===== src/rtl/muldiv_pkg.sv =====
// muldiv_pkg: shared op codes, FSM encoding and defaults
// for the HI/LO multiply/divide sequencer.
package muldiv_pkg;

    localparam int WIDTH_DEF = 32;

    localparam logic [2:0] OP_MULT  = 3'b000;
    localparam logic [2:0] OP_MULTU = 3'b001;
    localparam logic [2:0] OP_DIV   = 3'b010;
    localparam logic [2:0] OP_DIVU  = 3'b011;
    localparam logic [2:0] OP_MTHI  = 3'b100;
    localparam logic [2:0] OP_MTLO  = 3'b101;

    typedef enum logic [1:0] {
        ST_IDLE = 2'd0,
        ST_RUN  = 2'd1,
        ST_FIX  = 2'd2
    } state_t;

    function automatic logic is_muldiv(
        input logic [2:0] op
    );
        return !op[2];
    endfunction

    function automatic logic is_div(
        input logic [2:0] op
    );
        return op[1];
    endfunction

    function automatic logic is_sgn(
        input logic [2:0] op
    );
        return !op[0];
    endfunction

endpackage


===== src/rtl/muldiv_if.sv =====
// muldiv_if: pipeline <-> HI/LO sequencer request
// and result bundle.
interface muldiv_if #(
    parameter int WIDTH = 32
);
    logic             start;
    logic [2:0]       op;
    logic [WIDTH-1:0] a;
    logic [WIDTH-1:0] b;
    logic             flush;
    logic             busy;
    logic [WIDTH-1:0] hi;
    logic [WIDTH-1:0] lo;

    modport master (
        output start, op, a, b, flush,
        input  busy, hi, lo
    );

    modport slave (
        input  start, op, a, b, flush,
        output busy, hi, lo
    );
endinterface


===== src/rtl/muldiv_iter.sv =====
// muldiv_iter: one-bit-per-step shift-add / restoring
// divide datapath around a single WIDTH+1 adder.
module muldiv_iter
    import muldiv_pkg::*;
#(
    parameter int WIDTH = WIDTH_DEF
) (
    input  logic             clk,
    input  logic             rst_n,
    input  logic             load,
    input  logic             step,
    input  logic             div_op,
    input  logic             sgn_op,
    input  logic [WIDTH-1:0] a,
    input  logic [WIDTH-1:0] b,
    output logic [WIDTH-1:0] res_hi,
    output logic [WIDTH-1:0] res_lo
);

    logic [2*WIDTH-1:0] acc;
    logic [2*WIDTH-1:0] acc_nx;
    logic [2*WIDTH-1:0] prod_n;
    logic [WIDTH-1:0]   dvs;
    logic               div_q;
    logic               neg_q;
    logic               neg_r;

    logic [WIDTH-1:0] acc_h;
    logic [WIDTH-1:0] acc_l;
    logic [WIDTH:0]   rsh;
    logic [WIDTH:0]   x;
    logic [WIDTH:0]   y;
    logic [WIDTH:0]   sum;
    logic             restore;

    logic             sa;
    logic             sb;
    logic             fix_ok;
    logic [WIDTH-1:0] a_ld;
    logic [WIDTH-1:0] b_ld;

    // A zero divisor skips sign handling so HI keeps the raw dividend.
    always_comb begin
        sa     = sgn_op & a[WIDTH-1];
        sb     = sgn_op & b[WIDTH-1];
        fix_ok = !(div_op && (b == '0));
        a_ld   = (sa && fix_ok) ? -a : a;
        b_ld   = sb ? -b : b;
    end

    always_comb begin
        acc_h   = acc[2*WIDTH-1:WIDTH];
        acc_l   = acc[WIDTH-1:0];
        rsh     = {acc_h, acc_l[WIDTH-1]};
        x       = div_q ? rsh : {1'b0, acc_h};
        y       = div_q ? ~{1'b0, dvs}
                : (acc_l[0] ? {1'b0, dvs} : '0);
        sum     = x + y + (WIDTH+1)'(div_q);
        restore = sum[WIDTH];
        if (div_q) begin
            acc_nx = {restore ? rsh[WIDTH-1:0]
                              : sum[WIDTH-1:0],
                      acc_l[WIDTH-2:0], ~restore};
        end else begin
            acc_nx = {sum, acc_l[WIDTH-1:1]};
        end
    end

    always_ff @(posedge clk) begin
        if (!rst_n) begin
            acc   <= '0;
            dvs   <= '0;
            div_q <= 1'b0;
            neg_q <= 1'b0;
            neg_r <= 1'b0;
        end else if (load) begin
            div_q <= div_op;
            neg_q <= fix_ok & (sa ^ sb);
            neg_r <= div_op & fix_ok & sa;
            if (div_op) begin
                acc <= {{WIDTH{1'b0}}, a_ld};
                dvs <= b_ld;
            end else begin
                acc <= {{WIDTH{1'b0}}, b_ld};
                dvs <= a_ld;
            end
        end else if (step) begin
            acc <= acc_nx;
        end
    end

    always_comb begin
        prod_n = -acc;
        if (div_q) begin
            res_hi = neg_r ? -acc_h : acc_h;
            res_lo = neg_q ? -acc_l : acc_l;
        end else begin
            res_hi = neg_q ? prod_n[2*WIDTH-1:WIDTH]
                           : acc_h;
            res_lo = neg_q ? prod_n[WIDTH-1:0] : acc_l;
        end
    end

endmodule


===== src/rtl/muldiv_ctrl.sv =====
// muldiv_ctrl: HI/LO owner; sequences mult/div through
// RUN and FIX and handles mthi/mtlo and flush.
module muldiv_ctrl
    import muldiv_pkg::*;
#(
    parameter int WIDTH = WIDTH_DEF
) (
    input logic     clk,
    input logic     rst_n,
    muldiv_if.slave bus
);

    localparam int CW = $clog2(WIDTH);

    state_t           state;
    state_t           state_nx;
    logic [CW-1:0]    cnt;
    logic             busy;
    logic [WIDTH-1:0] hi;
    logic [WIDTH-1:0] lo;
    logic [WIDTH-1:0] res_hi;
    logic [WIDTH-1:0] res_lo;

    logic load;
    logic step;
    logic commit;
    logic wr_hi;
    logic wr_lo;

    assign bus.busy = busy;
    assign bus.hi   = hi;
    assign bus.lo   = lo;

    muldiv_iter #(
        .WIDTH (WIDTH)
    ) u_iter (
        .clk    (clk),
        .rst_n  (rst_n),
        .load   (load),
        .step   (step),
        .div_op (is_div(bus.op)),
        .sgn_op (is_sgn(bus.op)),
        .a      (bus.a),
        .b      (bus.b),
        .res_hi (res_hi),
        .res_lo (res_lo)
    );

    always_comb begin
        state_nx = state;
        load     = 1'b0;
        step     = 1'b0;
        commit   = 1'b0;
        wr_hi    = 1'b0;
        wr_lo    = 1'b0;
        unique case (state)
            ST_IDLE: begin
                if (bus.start) begin
                    unique case (1'b1)
                        is_muldiv(bus.op): begin
                            load     = 1'b1;
                            state_nx = ST_RUN;
                        end
                        (bus.op == OP_MTHI): wr_hi = 1'b1;
                        (bus.op == OP_MTLO): wr_lo = 1'b1;
                        default: ;
                    endcase
                end
            end
            ST_RUN: begin
                if (bus.flush) begin
                    state_nx = ST_IDLE;
                end else begin
                    step = 1'b1;
                    if (cnt == '0) begin
                        state_nx = ST_FIX;
                    end
                end
            end
            ST_FIX: begin
                state_nx = ST_IDLE;
                commit   = !bus.flush;
            end
            default: state_nx = ST_IDLE;
        endcase
    end

    always_ff @(posedge clk) begin
        if (!rst_n) begin
            state <= ST_IDLE;
            cnt   <= '0;
            busy  <= 1'b0;
            hi    <= '0;
            lo    <= '0;
        end else begin
            state <= state_nx;
            busy  <= (state_nx != ST_IDLE);
            if (load) begin
                cnt <= CW'(WIDTH - 1);
            end else if (step && (cnt != '0)) begin
                cnt <= cnt - CW'(1);
            end
            if (commit) begin
                hi <= res_hi;
                lo <= res_lo;
            end
            if (wr_hi) begin
                hi <= bus.a;
            end
            if (wr_lo) begin
                lo <= bus.a;
            end
        end
    end

endmodule


===== src/flat_wrapper.sv =====
// flat-port wrapper written by rule: the top's interface ports become plain ports
module muldiv_ctrl_flat import muldiv_pkg::*;
#(
    parameter int WIDTH = WIDTH_DEF
)
  (clk, rst_n, bus_start, bus_op, bus_a, bus_b, bus_flush, bus_busy, bus_hi, bus_lo);
  muldiv_if #(.WIDTH(WIDTH)) bus_i ();
  input logic clk;
  input logic rst_n;
  input wire logic [$bits(bus_i.start)-1:0] bus_start;
  input wire logic [$bits(bus_i.op)-1:0] bus_op;
  input wire logic [$bits(bus_i.a)-1:0] bus_a;
  input wire logic [$bits(bus_i.b)-1:0] bus_b;
  input wire logic [$bits(bus_i.flush)-1:0] bus_flush;
  output wire logic [$bits(bus_i.busy)-1:0] bus_busy;
  output wire logic [$bits(bus_i.hi)-1:0] bus_hi;
  output wire logic [$bits(bus_i.lo)-1:0] bus_lo;
  assign bus_i.start = bus_start;
  assign bus_i.op = bus_op;
  assign bus_i.a = bus_a;
  assign bus_i.b = bus_b;
  assign bus_i.flush = bus_flush;
  assign bus_busy = bus_i.busy;
  assign bus_hi = bus_i.hi;
  assign bus_lo = bus_i.lo;
  muldiv_ctrl #(.WIDTH(WIDTH)) u_core (.clk(clk), .rst_n(rst_n), .bus(bus_i));
endmodule

===== config.mk =====
export PLATFORM = sky130hd
export DESIGN_NAME = muldiv_ctrl_flat
export DESIGN_NICKNAME = d
export VERILOG_FILES = /design/src/rtl/muldiv_pkg.sv /design/src/rtl/muldiv_if.sv /design/src/rtl/muldiv_iter.sv /design/src/rtl/muldiv_ctrl.sv /design/src/flat_wrapper.sv
export SDC_FILE = /design/constraint.sdc
export NUM_CORES = 1
export LEC_CHECK = 0
export CAP_MARGIN = 20
export CORE_MARGIN = 10
export CORE_UTILIZATION = 49
export CTS_CLUSTER_DIAMETER = 60
export CTS_CLUSTER_SIZE = 20
export DETAILED_ROUTE_END_ITERATION = 8
export GPL_TIMING_DRIVEN = 0
export PLACE_DENSITY = 0.73
export REMOVE_ABC_BUFFERS = 1
export SLEW_MARGIN = 10
export SYNTH_ARGS = -nofsm -noshare
export SYNTH_HDL_FRONTEND = slang
export SYNTH_SLANG_ARGS = --single-unit

===== constraint.sdc =====
create_clock -name clk -period 4.5 [get_ports clk]
set_clock_uncertainty 0.1 [all_clocks]
set_input_delay 0.9 -clock clk [delete_from_list [all_inputs] [get_ports clk]]
set_output_delay 0.9 -clock clk [all_outputs]
set_load 0.1 [all_outputs]

==> metrics <==
Synth Flop Type=dfxtp_1; setup TNS=0 ps; fmax=228 MHz; Max-Cap Viols=0; R2R Path End=u_core.u_iter.acc[50]; Worst-Margin Slew=1060 ps; synthesized cell area=13600 um^2; Startpoint Class=flop; Synth top area share=25.2%; DIE WIDTH=187 um; Synth Register Bits=171; die area=34800 um^2; Row Count=60; first-pass GRT wire length=78200 um; Cells after Synth=1831; Worst path max stage delay=440 ps; Logic pwr share=24.6%; clock buffer count from CTS=17; Detail Route Antenna Nets=0; min Tclk post-route=4380 ps; switching share of power=36.1%; crit-path max FO=66; # clock sinks=171; Hold Crit Class=flop to flop; largest net degree at the start of global routing=67; number of buffers inserted by port buffering=135; overall die height=187 um; WHS Path Cells=2; clk slew on worst S/H paths=70 ps; post-synth top area cell=dfxtp_1; P per Cell Area=265 nW/um^2; Layout Cells excl Fill=2229; sequential fraction of design power=39.8%; fin crit share=97.4%; reg-to-reg slack, setup=120 ps; routed via count=14600; CP max-delay cell=a211oi_4; Slew headroom=28.4%; Top Ports=136; DRT Pass-1 Iters=6; fin nets=1955; Worst Hold End=u_core.u_iter.dvs[20]; fraction of registers with async set/reset=0%; vias in the first global route=13400; Clock power frac=35.6%; Syn. warnings=0; status=finished, final reports clean; Final Max Tran Viols=0; hpwl dp=36800 um; Int Pwr=2.67 mW; clk buf depth=2; layout cells sized above 1=7.11%; reg2reg start=u_core.u_iter.div_q; Setup violations, final=0; PnR Total Power=4.18 mW; most common cell in the synthesized netlist=nand2_1; hold_sp=u_core.u_iter.dvs[20]; Critical Path RT=4710 ps; Final Wtd Congestion=0.956; H-tree depth=4; antenna violations before repair=0; Avg Vias per Cell=6.54; CP arrival=4600 ps; critical path cell sequence=buf_16 -> inv_8 -> o21ai_0 -> fa_1 -> inv_1 -> fa_1 -> nor2b_1 -> o2111ai_1 -> nand3_1 -> a211oi_4 -> o21a_1 -> mux2i_4 -> nor2b_4 -> buf_12 -> a221oi_1 -> o21ai_0; switching power=1.51 mW; Mean Syn Cell Area=7.43 um^2; Initial Util=50.1%; CTS tree=built; Total GRT Usage=27.5%; critical path capture point type=flop; register area share after synthesis=25.2%; final core occ=58.0%; Area Growth Syn to Fin=15.8%; worst r2r path cells=16; total congestion overflow=0; Core ar.=27200 um^2; ANT cells=0; WL/cell=22.8 um; Inst Count DP=2193; RSZ-0062 raised after global routing=true; total wire length=50800 um; post-synthesis cell type count=78; synth cell count leaders=213 x nand2_1, 171 x dfxtp_1, 170 x nor2_1, 151 x o21ai_0, 141 x a21oi_1; DRT iter0 DRCs=1660; DR DRC count=0; worst skew pair latency=440 ps; Leak=5.77 nW; Synth area leaders=dfxtp_1 25%, nand2_1 5.9%, xnor2_1 5.8%; hold buffers post-CTS=0; Final Hold Fails=0; number of synthesized flops with an enable pin=0; kind of critical path=flop to flop; VDD IR max=0.245 mV; Clock Root Buffer=clkbuf_16
per-stage QoR:
stage	hold slack [ps]	setup slack, ps	cell area (um^2)
floorplan	328	-3720	13000
global placement	344	-7120	14800
detailed placement	355	-935	15100
CTS	364	36.4	15700
global route	385	-95.2	15800
finish	367	117	15800
layer usage:
layer | part of all wire [%] | global-route usage [%]
met5 | 0 | 0
met2 | 44 | 42.6
met4 | 2.8 | 8.50
met3 | 11 | 5.87
met1 | 42 | 37.4
area by class of cell:
class | count | area, um^2
sequential | 171 | 3430
multi-input combinational | 1472 | 9570
timing repair buffer | 152 | 1610
fill | 2594 | 11400
clock buffer | 17 | 425
clock inverter | 14 | 133
inverter | 31 | 126
tap | 372 | 465
critical path, delay by kind of cell (launching register included):
kind / cells / cell delay [ps]
compound gates: 6 / 1560
fa+ha+maj: 2 / 630
buf+inv: 4 / 760
flops: 1 / 370
mux: 1 / 370
simple gates: 3 / 420
state kept, by name (all words and copies together), names as in the netlist:
| signal | flops |
|---|---|
| u_core.u_iter.acc | 64 |
| u_core.bus.hi | 32 |
| u_core.bus.lo | 32 |
| u_core.u_iter.dvs | 32 |
| u_core.cnt | 5 |
| u_core.state | 2 |
| u_core.bus.busy | 1 |
| u_core.u_iter.div_q | 1 |
| u_core.u_iter.neg_q | 1 |
| u_core.u_iter.neg_r | 1 |
worst max path at each step:
| stage | slack [ps] | start | endpoint |
|---|---|---|---|
| global route | -100 | u_core.u_iter.div_q | u_core.u_iter.acc[0] |
| floorplan | -3720 | u_core.u_iter.div_q | u_core.u_iter.acc[56] |
| finish | 120 | u_core.u_iter.div_q | u_core.u_iter.acc[50] |
| global placement | -7120 | u_core.u_iter.div_q | u_core.u_iter.acc[35] |
| detailed placement | -930 | u_core.u_iter.div_q | u_core.u_iter.acc[0] |
| CTS | 40 | u_core.u_iter.div_q | u_core.u_iter.acc[50] |
cell families after synthesis:
kind of cell	count (synthesis)	share of synthesized area, %
xor+xnor	170	10.9
mux	91	6.99
simple gates	583	19.9
compound gates	589	27.8
buf+inv	188	5.44
flops	171	25.2
fa+ha+maj	39	3.70
placed cells by master, fill, tap and decap left out, drive strengths merged, types with 35 or more instances in the layout:
master	netlist	layout
mux2i	59	59
nor2	170	170
nand3	43	43
xor2	80	80
nand2	213	213
nor3	35	35
ha	37	37
dfxtp	171	171
o21ai	156	156
inv	31	40
xnor2	90	90
clkdlybuf4s50	0	134
a21oi	141	141
a22oi	70	70
what timing repair did:
item,in CTS,in global routing
setup endpoints to repair,33,32
gates resized for setup,8,6
setup buffers,2,2
pin swaps,0,2
endpoints found under the hold margin,0,0
power by group through the flow:
stage / Sequential [mW] / Clock (mW) / Combinational [mW]
2_1_floorplan: 1.77 / 0 / 0.535
3_3_place_gp: 1.71 / 0 / 0.949
3_5_place_dp: 1.70 / 0 / 0.982
4_1_cts: 1.66 / 1.48 / 1.00
5_1_grt: 1.67 / 1.56 / 1.09
6_report: 1.66 / 1.49 / 1.03
(Power assumes the default switching activity.)
